==> config.mk <==
export PLATFORM = sky130hd
export DESIGN_NAME = ctrl_sequencer
export DESIGN_NICKNAME = d
export VERILOG_FILES = /design/src/rtl/ctrl_pkg.sv /design/src/rtl/ctrl_decode.sv /design/src/rtl/ctrl_sequencer.sv
export SDC_FILE = /design/constraint.sdc
export NUM_CORES = 1
export LEC_CHECK = 0
export CAP_MARGIN = 20
export CORE_ASPECT_RATIO = 1.75
export CORE_MARGIN = 2
export CORE_UTILIZATION = 44
export DETAILED_ROUTE_END_ITERATION = 10
export GPL_TIMING_DRIVEN = 0
export PLACE_DENSITY = 0.89
export SYNTH_ARGS = -nofsm -noshare
export SYNTH_HDL_FRONTEND = slang
export SYNTH_HIERARCHICAL = 1
export SYNTH_SLANG_ARGS = --single-unit
==> constraint.sdc <==
create_clock -name clock -period 3.25 [get_ports clock]
set_input_delay 0.8125 -clock clock [delete_from_list [all_inputs] [get_ports clock]]
set_output_delay 0.8125 -clock clock [all_outputs]
set_load 0.01 [all_outputs]
==> src/rtl/ctrl_pkg.sv <==
// Shared definitions for the control-step sequencer: opcodes, step/state codes,
// instruction classes and the per-step strobe bundle.
package ctrl_pkg;

    localparam int OPC_MAX_W = 16;

    localparam logic [OPC_MAX_W-1:0] OP_LD   = 16'd0;
    localparam logic [OPC_MAX_W-1:0] OP_LDI  = 16'd1;
    localparam logic [OPC_MAX_W-1:0] OP_ST   = 16'd2;
    localparam logic [OPC_MAX_W-1:0] OP_ADD  = 16'd3;
    localparam logic [OPC_MAX_W-1:0] OP_SHL  = 16'd8;
    localparam logic [OPC_MAX_W-1:0] OP_ADDI = 16'd12;
    localparam logic [OPC_MAX_W-1:0] OP_MUL  = 16'd15;
    localparam logic [OPC_MAX_W-1:0] OP_DIV  = 16'd16;
    localparam logic [OPC_MAX_W-1:0] OP_NOP  = 16'd26;
    localparam logic [OPC_MAX_W-1:0] OP_HALT = 16'd27;

    localparam logic [OPC_MAX_W-1:0] ALU_ADD = OP_ADD;

    // IDLE and HALTED both report this step index.
    localparam logic [3:0] STEP_IDLE = 4'd15;

    typedef enum logic [3:0] {
        S_T0     = 4'd0,
        S_T1     = 4'd1,
        S_T2     = 4'd2,
        S_T3     = 4'd3,
        S_T4     = 4'd4,
        S_T5     = 4'd5,
        S_T6     = 4'd6,
        S_T7     = 4'd7,
        S_HALTED = 4'd14,
        S_IDLE   = 4'd15
    } state_t;

    typedef enum logic [3:0] {
        CL_LD, CL_LDI, CL_ST, CL_ALU, CL_ADDI, CL_MULDIV, CL_NOP, CL_HALT, CL_ILLEGAL
    } iclass_t;

    typedef struct packed {
        logic PCout;
        logic Zhighout;
        logic Zlowout;
        logic MDRout;
        logic Cout;
        logic Rout;
        logic BAout;
        logic PCin;
        logic IRin;
        logic MARin;
        logic MDRin;
        logic Yin;
        logic Zin;
        logic HIin;
        logic LOin;
        logic Rin;
        logic Gra;
        logic Grb;
        logic Grc;
        logic IncPC;
        logic Read;
        logic Write;
    } strobes_t;

    function automatic iclass_t decode_class(input logic [OPC_MAX_W-1:0] op);
        if (op == OP_LD)                     return CL_LD;
        if (op == OP_LDI)                    return CL_LDI;
        if (op == OP_ST)                     return CL_ST;
        if (op >= OP_ADD && op <= OP_SHL)    return CL_ALU;
        if (op == OP_ADDI)                   return CL_ADDI;
        if (op == OP_MUL || op == OP_DIV)    return CL_MULDIV;
        if (op == OP_NOP)                    return CL_NOP;
        if (op == OP_HALT)                   return CL_HALT;
        return CL_ILLEGAL;
    endfunction

    // Final T-step of each class; halt and undefined opcodes finish at T3.
    function automatic state_t last_step(input iclass_t c);
        case (c)
            CL_LD, CL_ST:             return S_T7;
            CL_LDI, CL_ALU, CL_ADDI:  return S_T5;
            CL_MULDIV:                return S_T6;
            default:                  return S_T3;
        endcase
    endfunction

endpackage

==> src/rtl/ctrl_decode.sv <==
// Combinational strobe decode from (state, instruction class, mem_ready).
// Zero latency; MDRin on memory-read steps is qualified by mem_ready.
module ctrl_decode
    import ctrl_pkg::*;
#(
    parameter int OPCODE_W = 5
) (
    input  state_t                state,
    input  iclass_t               cls,
    input  logic                  mem_ready,
    input  logic [OPCODE_W-1:0]   opcode,
    output strobes_t              strb,
    output logic [OPCODE_W-1:0]   alu_op,
    output logic                  illegal_op
);

    localparam logic [OPCODE_W-1:0] ADD_OP = OPCODE_W'(ALU_ADD);

    always_comb begin
        strb       = '0;
        alu_op     = '0;
        illegal_op = 1'b0;
        case (state)
            S_T0: begin
                strb.PCout = 1'b1; strb.MARin = 1'b1; strb.IncPC = 1'b1; strb.Zin = 1'b1;
                alu_op = ADD_OP;
            end
            S_T1: begin
                strb.Zlowout = 1'b1; strb.PCin = 1'b1; strb.Read = 1'b1;
                strb.MDRin = mem_ready;
            end
            S_T2: begin
                strb.MDRout = 1'b1; strb.IRin = 1'b1;
            end
            S_T3: begin
                case (cls)
                    CL_LD, CL_LDI, CL_ST: begin
                        strb.Grb = 1'b1; strb.BAout = 1'b1; strb.Yin = 1'b1;
                    end
                    CL_ALU, CL_ADDI: begin
                        strb.Grb = 1'b1; strb.Rout = 1'b1; strb.Yin = 1'b1;
                    end
                    CL_MULDIV: begin
                        strb.Gra = 1'b1; strb.Rout = 1'b1; strb.Yin = 1'b1;
                    end
                    CL_ILLEGAL: illegal_op = 1'b1;
                    default: ;
                endcase
            end
            S_T4: begin
                case (cls)
                    CL_LD, CL_LDI, CL_ST, CL_ADDI: begin
                        strb.Cout = 1'b1; strb.Zin = 1'b1; alu_op = ADD_OP;
                    end
                    CL_ALU: begin
                        strb.Grc = 1'b1; strb.Rout = 1'b1; strb.Zin = 1'b1; alu_op = opcode;
                    end
                    CL_MULDIV: begin
                        strb.Grb = 1'b1; strb.Rout = 1'b1; strb.Zin = 1'b1; alu_op = opcode;
                    end
                    default: ;
                endcase
            end
            S_T5: begin
                case (cls)
                    CL_LD, CL_ST: begin
                        strb.Zlowout = 1'b1; strb.MARin = 1'b1;
                    end
                    CL_LDI, CL_ALU, CL_ADDI: begin
                        strb.Zlowout = 1'b1; strb.Gra = 1'b1; strb.Rin = 1'b1;
                    end
                    CL_MULDIV: begin
                        strb.Zlowout = 1'b1; strb.LOin = 1'b1;
                    end
                    default: ;
                endcase
            end
            S_T6: begin
                case (cls)
                    CL_LD: begin
                        strb.Read = 1'b1; strb.MDRin = mem_ready;
                    end
                    CL_ST: begin
                        strb.Gra = 1'b1; strb.Rout = 1'b1; strb.MDRin = 1'b1;
                    end
                    CL_MULDIV: begin
                        strb.Zhighout = 1'b1; strb.HIin = 1'b1;
                    end
                    default: ;
                endcase
            end
            S_T7: begin
                case (cls)
                    CL_LD: begin
                        strb.MDRout = 1'b1; strb.Gra = 1'b1; strb.Rin = 1'b1;
                    end
                    CL_ST: strb.Write = 1'b1;
                    default: ;
                endcase
            end
            default: ;
        endcase
    end

endmodule

==> src/rtl/ctrl_sequencer.sv <==
// Hardwired T-step sequencer: steps IDLE/T0..T7/HALTED per instruction class.
// Memory steps stall on mem_ready; a wait beyond MEM_WAIT_MAX halts with mem_timeout.
module ctrl_sequencer
    import ctrl_pkg::*;
#(
    parameter int OPCODE_W     = 5,
    parameter int MEM_WAIT_MAX = 15
) (
    input  logic                clock,
    input  logic                clear_n,
    input  logic                run,
    input  logic [OPCODE_W-1:0] ir_opcode,
    input  logic                mem_ready,
    output logic                PCout,
    output logic                Zhighout,
    output logic                Zlowout,
    output logic                MDRout,
    output logic                Cout,
    output logic                Rout,
    output logic                BAout,
    output logic                PCin,
    output logic                IRin,
    output logic                MARin,
    output logic                MDRin,
    output logic                Yin,
    output logic                Zin,
    output logic                HIin,
    output logic                LOin,
    output logic                Rin,
    output logic                Gra,
    output logic                Grb,
    output logic                Grc,
    output logic                IncPC,
    output logic                Read,
    output logic                Write,
    output logic [OPCODE_W-1:0] alu_op,
    output logic [3:0]          step,
    output logic                halted,
    output logic                illegal_op,
    output logic                mem_timeout
);

    localparam int CNT_W = $clog2(MEM_WAIT_MAX + 1);

    state_t           state;
    state_t           advance;
    iclass_t          cls;
    logic             mem_step;
    logic [CNT_W-1:0] wait_cnt;
    strobes_t         strb;

    assign cls = decode_class(OPC_MAX_W'(ir_opcode));

    always_comb begin
        mem_step = (state == S_T1) ||
                   (state == S_T6 && cls == CL_LD) ||
                   (state == S_T7 && cls == CL_ST);
        if (state == S_T3 && cls == CL_HALT)
            advance = S_HALTED;
        else if (state == last_step(cls))
            advance = run ? S_T0 : S_IDLE;
        else
            advance = state_t'(state + 4'd1);
    end

    always_ff @(posedge clock or negedge clear_n) begin
        if (!clear_n) begin
            state       <= S_IDLE;
            wait_cnt    <= '0;
            mem_timeout <= 1'b0;
        end else begin
            case (state)
                S_IDLE:   if (run) state <= S_T0;
                S_HALTED: ;
                default: begin
                    // Ready in the final wait cycle still completes the access.
                    if (mem_step && !mem_ready) begin
                        if (wait_cnt == CNT_W'(MEM_WAIT_MAX)) begin
                            mem_timeout <= 1'b1;
                            state       <= S_HALTED;
                            wait_cnt    <= '0;
                        end else begin
                            wait_cnt <= wait_cnt + CNT_W'(1);
                        end
                    end else begin
                        wait_cnt <= '0;
                        state    <= advance;
                    end
                end
            endcase
        end
    end

    ctrl_decode #(.OPCODE_W(OPCODE_W)) u_decode (
        .state      (state),
        .cls        (cls),
        .mem_ready  (mem_ready),
        .opcode     (ir_opcode),
        .strb       (strb),
        .alu_op     (alu_op),
        .illegal_op (illegal_op)
    );

    assign step   = (state == S_IDLE || state == S_HALTED) ? STEP_IDLE : 4'(state);
    assign halted = (state == S_HALTED);

    assign PCout    = strb.PCout;
    assign Zhighout = strb.Zhighout;
    assign Zlowout  = strb.Zlowout;
    assign MDRout   = strb.MDRout;
    assign Cout     = strb.Cout;
    assign Rout     = strb.Rout;
    assign BAout    = strb.BAout;
    assign PCin     = strb.PCin;
    assign IRin     = strb.IRin;
    assign MARin    = strb.MARin;
    assign MDRin    = strb.MDRin;
    assign Yin      = strb.Yin;
    assign Zin      = strb.Zin;
    assign HIin     = strb.HIin;
    assign LOin     = strb.LOin;
    assign Rin      = strb.Rin;
    assign Gra      = strb.Gra;
    assign Grb      = strb.Grb;
    assign Grc      = strb.Grc;
    assign IncPC    = strb.IncPC;
    assign Read     = strb.Read;
    assign Write    = strb.Write;

endmodule

==> results of run 1 <==
[placed cells by master (no fill, tap or decap), types with 3 or more instances in the layout]
cell type        netlist  layout
a21o_1                 6       6
inv_1                  7       6
dfrtp_1                5       5
nor3_1                 5       3
nand3b_1               4       4
o21ai_1                5       4
clkbuf_2               0       7
o21ai_2                0       3
buf_4                  4      35
clkdlybuf4s50_1        0      13
ha_1                   4       4
buf_2                 10      22
nand2_1                8       7
dfstp_2                4       4
clkbuf_1               5       4
xor2_1                 3       3
nor2_1                17      14
nor2b_1                4       3
clkbuf_8               0       5
xnor2_1                4       3
and2_4                 0       3
nand4_1                5       5
buf_8                  0       3
a21oi_1                7       5
buf_6                  1      21
nand3_1                4       3
a21oi_2                1       3
[layout make-up]
class,count,area (um^2)
Timing Repair Buffer,87,703.2
Tap cell,45,56.30
Buffer,20,175.2
Sequential cell,9,230.2
Inverter,9,38.79
Clock buffer,4,45.04
Multi-Input combinational cell,153,1388
Fill cell,173,691.9
[layer usage]
layer	share of wire, %	wire length [um]
met4	5.5	387
met1	35	2469
met3	9.2	654
met5	0	0
met2	50	3565
[cells by family after synthesis]
group / Yosys count / share of synthesized area (%)
adders and majority gates: 5 / 3.987
DFF: 9 / 15.28
AOI/OAI and AO/OA: 51 / 26.16
and+or+nand+nor: 86 / 37.79
buffers and inverters: 29 / 9.552
xor gates and xnor gates: 8 / 5.150
muxes: 3 / 2.076
[flip-flops by register name (all words and copies together), names as in the netlist]
register,count
wait_cnt,4
state,4
mem_timeout,1
[per-stage QoR]
stage | hold WS, ps | cell area [um^2] | setup TNS, ps | total power [uW] | cells
floorplan | 468.6 | 1525 | -29.11 | 872.7 | 191
global placement | 444.1 | 2002 | -26050 | 1177 | 278
detailed placement | 447.1 | 2002 | -26700 | 1192 | 278
CTS | 464.8 | 2449 | -559.4 | 1384 | 317
global route | 482.3 | 2636 | -3718 | 1627 | 327
finish | 457.2 | 2636 | -2617 | 1540 | 327
[where the power goes]
group          switching [uW]  total, uW  internal, uW
logic                     623       1180           555
registers                66.8        237           171
clock network            40.1        125          85.1
[what timing repair did]
| item | in CTS | in global routing |
|---|---|---|
| buffers inserted | 31 | 12 |
| setup endpoints to repair | 24 | 35 |
| gates resized for setup | 150 | 57 |
| pin swaps | 23 | 26 |
| gates cloned | 4 | 0 |
[path summary, 6_finish.rpt]
path	from	endpoint	slack [ps]	depth (start not counted)
hold / removal	mem_timeout$_DFFE_PN0P_	mem_timeout$_DFFE_PN0P_	460	1
hold reg to reg	mem_timeout$_DFFE_PN0P_	mem_timeout$_DFFE_PN0P_	460	1
max in group asynchronous	clear_n	state[1]$_DFFE_PN1P_	2040	1
setup reg to reg	state[1]$_DFFE_PN1P_	state[3]$_DFFE_PN1P_	910	9
min in group asynchronous	clear_n	mem_timeout$_DFFE_PN0P_	880	1
setup / recovery	ir_opcode[2]	Rout	-330	11
[worst max-delay path: stages]
cell and delay, ps:
buf_8 90, buf_6 120, buf_12 130, o21bai_4 160
a21oi_2 80, a21o_1 200, clkbuf_8 190, and4b_1 210
a311oi_1 420, o22ai_2 160, buf_2 170
==> results.md, run 1 <==
* Global routing met1 resource utilization at 33.74%
* Asr flop ratio synth at 100.0%
* Most frequent cell after synthesis: nor2_1
* Syn Std Cell Area at 1506 um^2
* Initial antenna violation count at 0
* Post-synth top area share at 8.306%
* Post-Route WL at 7.077 mm
* Clock Path Buffers at 2
* Critical Path RT at 2440 ps
* Setup ws final at -328.1 ps
* Post-Syn Instances at 191
* Antenna Nets Post-Route at 0
* Final hold viol count at 0
* Clock latency on the worst-skew pair at 230 ps
* Critical path class: primary input to output pin
* Synth top cells by count: 17 x nor2_1, 10 x buf_2, 8 x nand2_1, 7 x a21oi_1, 7 x inv_1
* Core box area at 3328 um^2
* Area grow syn2layout at 75.00%
* Power Dens Cells at 584.1 nW/um^2
* Final setup viols at 21
* Post-layout util at 79.21%
* Max Fclk at 279.5 MHz
* # DRC at 0
* Fin crit share at 110.1%
* Syn_area_per_cell at 7.887 um^2
* CP endpoint kind: output pin
* Met3 Usage GRT at 5.778%
* Met2 GRT Util at 54.74%
* Cell Rows at 28
* DR vias/cell at 6.437
* Worst Setup Start Kind: primary input
* Worst-path clk slew at 40 ps
* MaxCap Viol Count at 0
* Initial DRC count at 177
* #FFs+latches synth at 9
* Worst IR Drop VDD at 0.6910 mV
* Largest net degree at the start of global routing at 12
* CTS sink cnt at 9
* Minimum clock period at 3578 ps
* First-pass GRT wire length at 8.845 mm
* EDFF count, synth at 0
* Worst Path Arrival at 2770 ps
* Worst Tran Pin Value at 507.3 ps
* Place WS at -1385 ps
* Layout Skew at 0.9084 ps
* IO Pins at 43
* Post-synth net total at 204
* WL/cell at 21.64 um
* Root buf cell: clkbuf_8
* GPL Wtd Cong at 0.8541
* Num CTS Buffers at 3
* Failing checks: negative setup slack
* Crit path max fanout at 10
* Sequential area share after synthesis at 15.28%
* Initial core utilization at 45.26%
* Worst hold path class: register to register
* Primary FF master, synth: dfrtp_1
* CTS tree: built
* Ranking of synthesized cells by area: dfrtp_1 8.3%, dfstp_2 7.0%, nor2_1 4.2%, buf_2 3.3%, ha_1 3.3%
* PortBufs at 42
* DRT Pass-1 Iters at 5
* ANT cells at 0
* GR Overflow Total at 0
* Share of cells above drive strength 1 at 53.90%
* Final max-slew violation count at 0
* Layout net count at 296
* Number of global-route vias before repair at 1,888
* GR peak layer: met2
* Static Leak at 0.001196 uW
* Status: finished, violations left
* Number of synthesis warnings at 6
* Cell variety after synth at 70
* Detailed-route via count at 2,105
* H-tree levels at 1
* Chip Width at 48.23 um
* Die area at 3926 um^2
* Largest area contributor in the synthesized netlist: dfrtp_1
* Unrepaired setup endpoints after global routing: true
* Final HPWL DP at 3.156 mm
* Gr usage total at 30.99%
* Die H at 81.41 um
* Hold-fix buffers at CTS at 0
* Slew headroom at 66.18%
Note: power is estimated with default switching activity, not from simulation.
==> inputs of run 2 (changes only) <==
ABC_AREA = 1   (was not set)
CORE_UTILIZATION = 42   (was 44)
PLACE_DENSITY = 0.88   (was 0.89)
==> results.md, run 2 <==
* Status: finished clean
* Static Leak at 0.001189 uW (-0.58%)
* Comb power frac at 70.5% (-5.9 points)
* Sequential area share after synthesis at 17.04% (+1.8 points)
* Initial core utilization at 43.48% (-1.8 points)
* Core box area at 3108 um^2 (-6.6%)
* GR Overflow Total at 0 (unchanged)
* Primary FF master, synth: dfrtp_1
* Worst Setup Start Kind: primary input
* Syn_area_per_cell at 6.087 um^2 (-23%)
* Number of synthesis warnings at 6 (unchanged)
* Worst-path clk slew at 40 ps (about the same)
* Hold-fix buffers at CTS at 0 (unchanged)
* WL/cell at 11.87 um (-45%)
* Largest net degree at the start of global routing at 12 (unchanged)
* Crit path max fanout at 5 (-5)
* Regs by FF count: state (4), wait_cnt (4), mem_timeout (1)
* Initial antenna violation count at 0 (unchanged)
* Unrepaired setup endpoints after global routing: true
* ANT cells at 0 (unchanged)
* Worst Path Arrival at 2420 ps (-350 ps)
* IO Pins at 43 (unchanged)
* Worst IR Drop VDD at 0.5317 mV (-23%)
* Layout net count at 294 (-0.68%)
* Sequential share of power at 19.2% (+3.8 points)
* Worst Tran Pin Value at 380.5 ps (-126.9 ps)
* Critical path class: primary input to output pin
* Post-Route WL at 3.835 mm (-46%)
* Final HPWL DP at 2.770 mm (-12%)
* Internal power at 605.0 uW (-25%)
* Worst hold path class: register to register
* PortBufs at 42 (unchanged)
* Clock power share at 10.4% (+2.3 points)
* Root buf cell: clkbuf_8
* DRT Pass-1 Iters at 5 (unchanged)
* Minimum clock period at 3233 ps (-344.9 ps)
* Die H at 79.04 um (-2.9%)
* EDFF count, synth at 0 (unchanged)
* Num CTS Buffers at 3 (unchanged)
* Layout Skew at 3.811 ps (+2.903 ps)
* Cell variety after synth at 37 (-47%)
* CTS tree: built
* Synth top cells by count: 57 x nand2_1, 35 x inv_1, 27 x nor2_1, 24 x nand3_1, 7 x nor2_2
* Sw frac at 50.61% (+3.2 points)
* H-tree levels at 1 (unchanged)
* First-pass GRT wire length at 6.127 mm (-31%)
* Ranking of synthesized cells by area: nand2_1 16%, inv_1 9.7%, dfrtp_1 9.3%, nand3_1 8.9%, dfstp_2 7.8%
* Commonest non-fill, non-tap cell in the layout: nand2_1
* Switching pwr at 619.9 uW (-15%)
* # DRC at 0 (unchanged)
* Post-layout util at 65.78% (-13 points)
* Die area at 3705 um^2 (-5.6%)
* Largest area contributor in the synthesized netlist: nand2_1
* Post-synth top area share at 15.83% (+7.5 points)
* Final setup viols at 0 (-100%)
* Asr flop ratio synth at 100.0% (unchanged)
* Max Fclk at 309.3 MHz (+11%)
* Clock Path Buffers at 2 (unchanged)
* Syn Std Cell Area at 1351 um^2 (-10%)
* Clock latency on the worst-skew pair at 230 ps (about the same)
* Critical Path RT at 2440 ps (about the same)
* Detailed-route via count at 1,616 (-23%)
* Number of global-route vias before repair at 1,553 (-18%)
* MaxCap Viol Count at 0 (unchanged)
* CTS sink cnt at 9 (unchanged)
* Most frequent cell after synthesis: nand2_1
* Share of cells above drive strength 1 at 31.43% (-22 points)
* Final hold viol count at 0 (unchanged)
* Number of fillers in the final layout at 263 (+52%)
* Antenna Nets Post-Route at 0 (unchanged)
* Commonest cells after routing, fill and taps aside: 52 x nand2_1, 33 x inv_1, 22 x nand3_1
* Power Dens Cells at 599.1 nW/um^2 (+2.6%)
* Chip Width at 46.88 um (-2.8%)
* Cell Rows at 27 (-3.6%)
* Gr usage total at 21.57% (-9.4 points)
* Initial DRC count at 47 (-73%)
* #FFs+latches synth at 9 (unchanged)
* Final max-slew violation count at 0 (unchanged)
* Fin crit share at 99.48% (-11 points)
* DR vias/cell at 5.003 (-22%)
* Post-Syn Instances at 222 (+16%)
* Area grow syn2layout at 51.30%
* CP endpoint kind: output pin
* Setup TNS at 0 ps (+2617 ps)
* Post-synth net total at 235 (+15%)
* Slew headroom at 74.56% (+8.4 points)
* GPL Wtd Cong at 0.8926 (+4.5%)
==> run 2: changes by cell type in the layout (fill, tap and decap cells not counted), moves of 6 or more <==
cell	delta
nor2_1	+7
buf_6	-20
a21o_1	-6
nand2_2	+6
nand2_1	+45
inv_1	+27
nor2_4	+7
dlygate4sd2_1	+11
nand2_4	+7
buf_2	-20
nand3_1	+19
buf_4	-19
==> run 2: logic make-up (layout without fill, tap and decap cells) <==
logic type	Yosys count	in the layout	share of synthesized area [%]
xor+xnor	4	4	3.149
buf+inv	47	105	14.07
fa+ha+maj	4	4	3.704
simple gates	140	140	53.33
compound gates	18	18	8.703
flops	9	9	17.04
==> run 2: worst paths after layout <==
| check | startpoint | endpoint | slack [ps] | cells past startpoint |
|---|---|---|---|---|
| max | ir_opcode[2] | Zlowout | 20 | 14 |
| min | mem_timeout$_DFFE_PN0P_ | mem_timeout$_DFFE_PN0P_ | 480 | 1 |
| max reg2reg | state[0]$_DFFE_PN1P_ | state[0]$_DFFE_PN1P_ | 1230 | 9 |
| min reg2reg | mem_timeout$_DFFE_PN0P_ | mem_timeout$_DFFE_PN0P_ | 480 | 1 |
| max in group asynchronous | clear_n | state[3]$_DFFE_PN1P_ | 2070 | 1 |
| min in group asynchronous | clear_n | mem_timeout$_DFFE_PN0P_ | 870 | 1 |
==> run 2: routing by layer <==
metal,GRT usage [%],vias up,share of wire (%)
met5,0,-,0
met4,7.778,0,1.3
met3,2.045,8,3.8
met2,43.15,51,60
met1,20.14,746,35
li1,-,811,-
==> run 2: power groups by stage <==
stage / clock [uW] / combinational (uW) / sequential [uW]
finish: 127 / 863 / 235
floorplan: 0 / 568 / 215
global placement: 0 / 837 / 234
global route: 135 / 960 / 242
detailed placement: 0 / 849 / 235
CTS: 132 / 847 / 234
==> run 2: what timing repair did <==
item	in CTS	in global routing
buffers inserted	7	5
resized for setup	71	35
endpoints found under the setup margin	24	19
pin swaps	9	3
==> run 2: critical path, stage by stage <==
cell and delay, ps:
buf_4 120, inv_1 40, nand4_1 170, inv_2 80
a21oi_2 180, nand3_4 120, buf_6 140, inv_2 80
nor2_4 40, nand2_4 110, inv_2 60, o21ai_2 120
nand2_1 50, dlygate4sd2_1 280
==> run 2: area by class of cell <==
type                    count  area (um^2)  area share, %
inverters                  42        165.2          8.078
repair buffers             54        452.9          22.15
plain buffers               5        27.53          1.346
clock buffers               4        45.04          2.203
well taps                  43        53.80          2.632
multi-input cells         166         1070          52.33
flip-flops and latches      9        230.2          11.26
==> run 2: metrics by stage <==
step / power (uW) / setup slack [ps] / area (um^2) / cells / hold WS (ps)
floorplan: 783.4 / 397.5 / 1351 / 222 / 482.2
global placement: 1070 / -846.9 / 1826 / 307 / 466.3
detailed placement: 1083 / -898.5 / 1826 / 307 / 472.5
CTS: 1213 / -5.667 / 1964 / 318 / 485.4
global route: 1337 / -115.1 / 2044 / 323 / 499.9
finish: 1225 / 16.84 / 2044 / 323 / 484.9
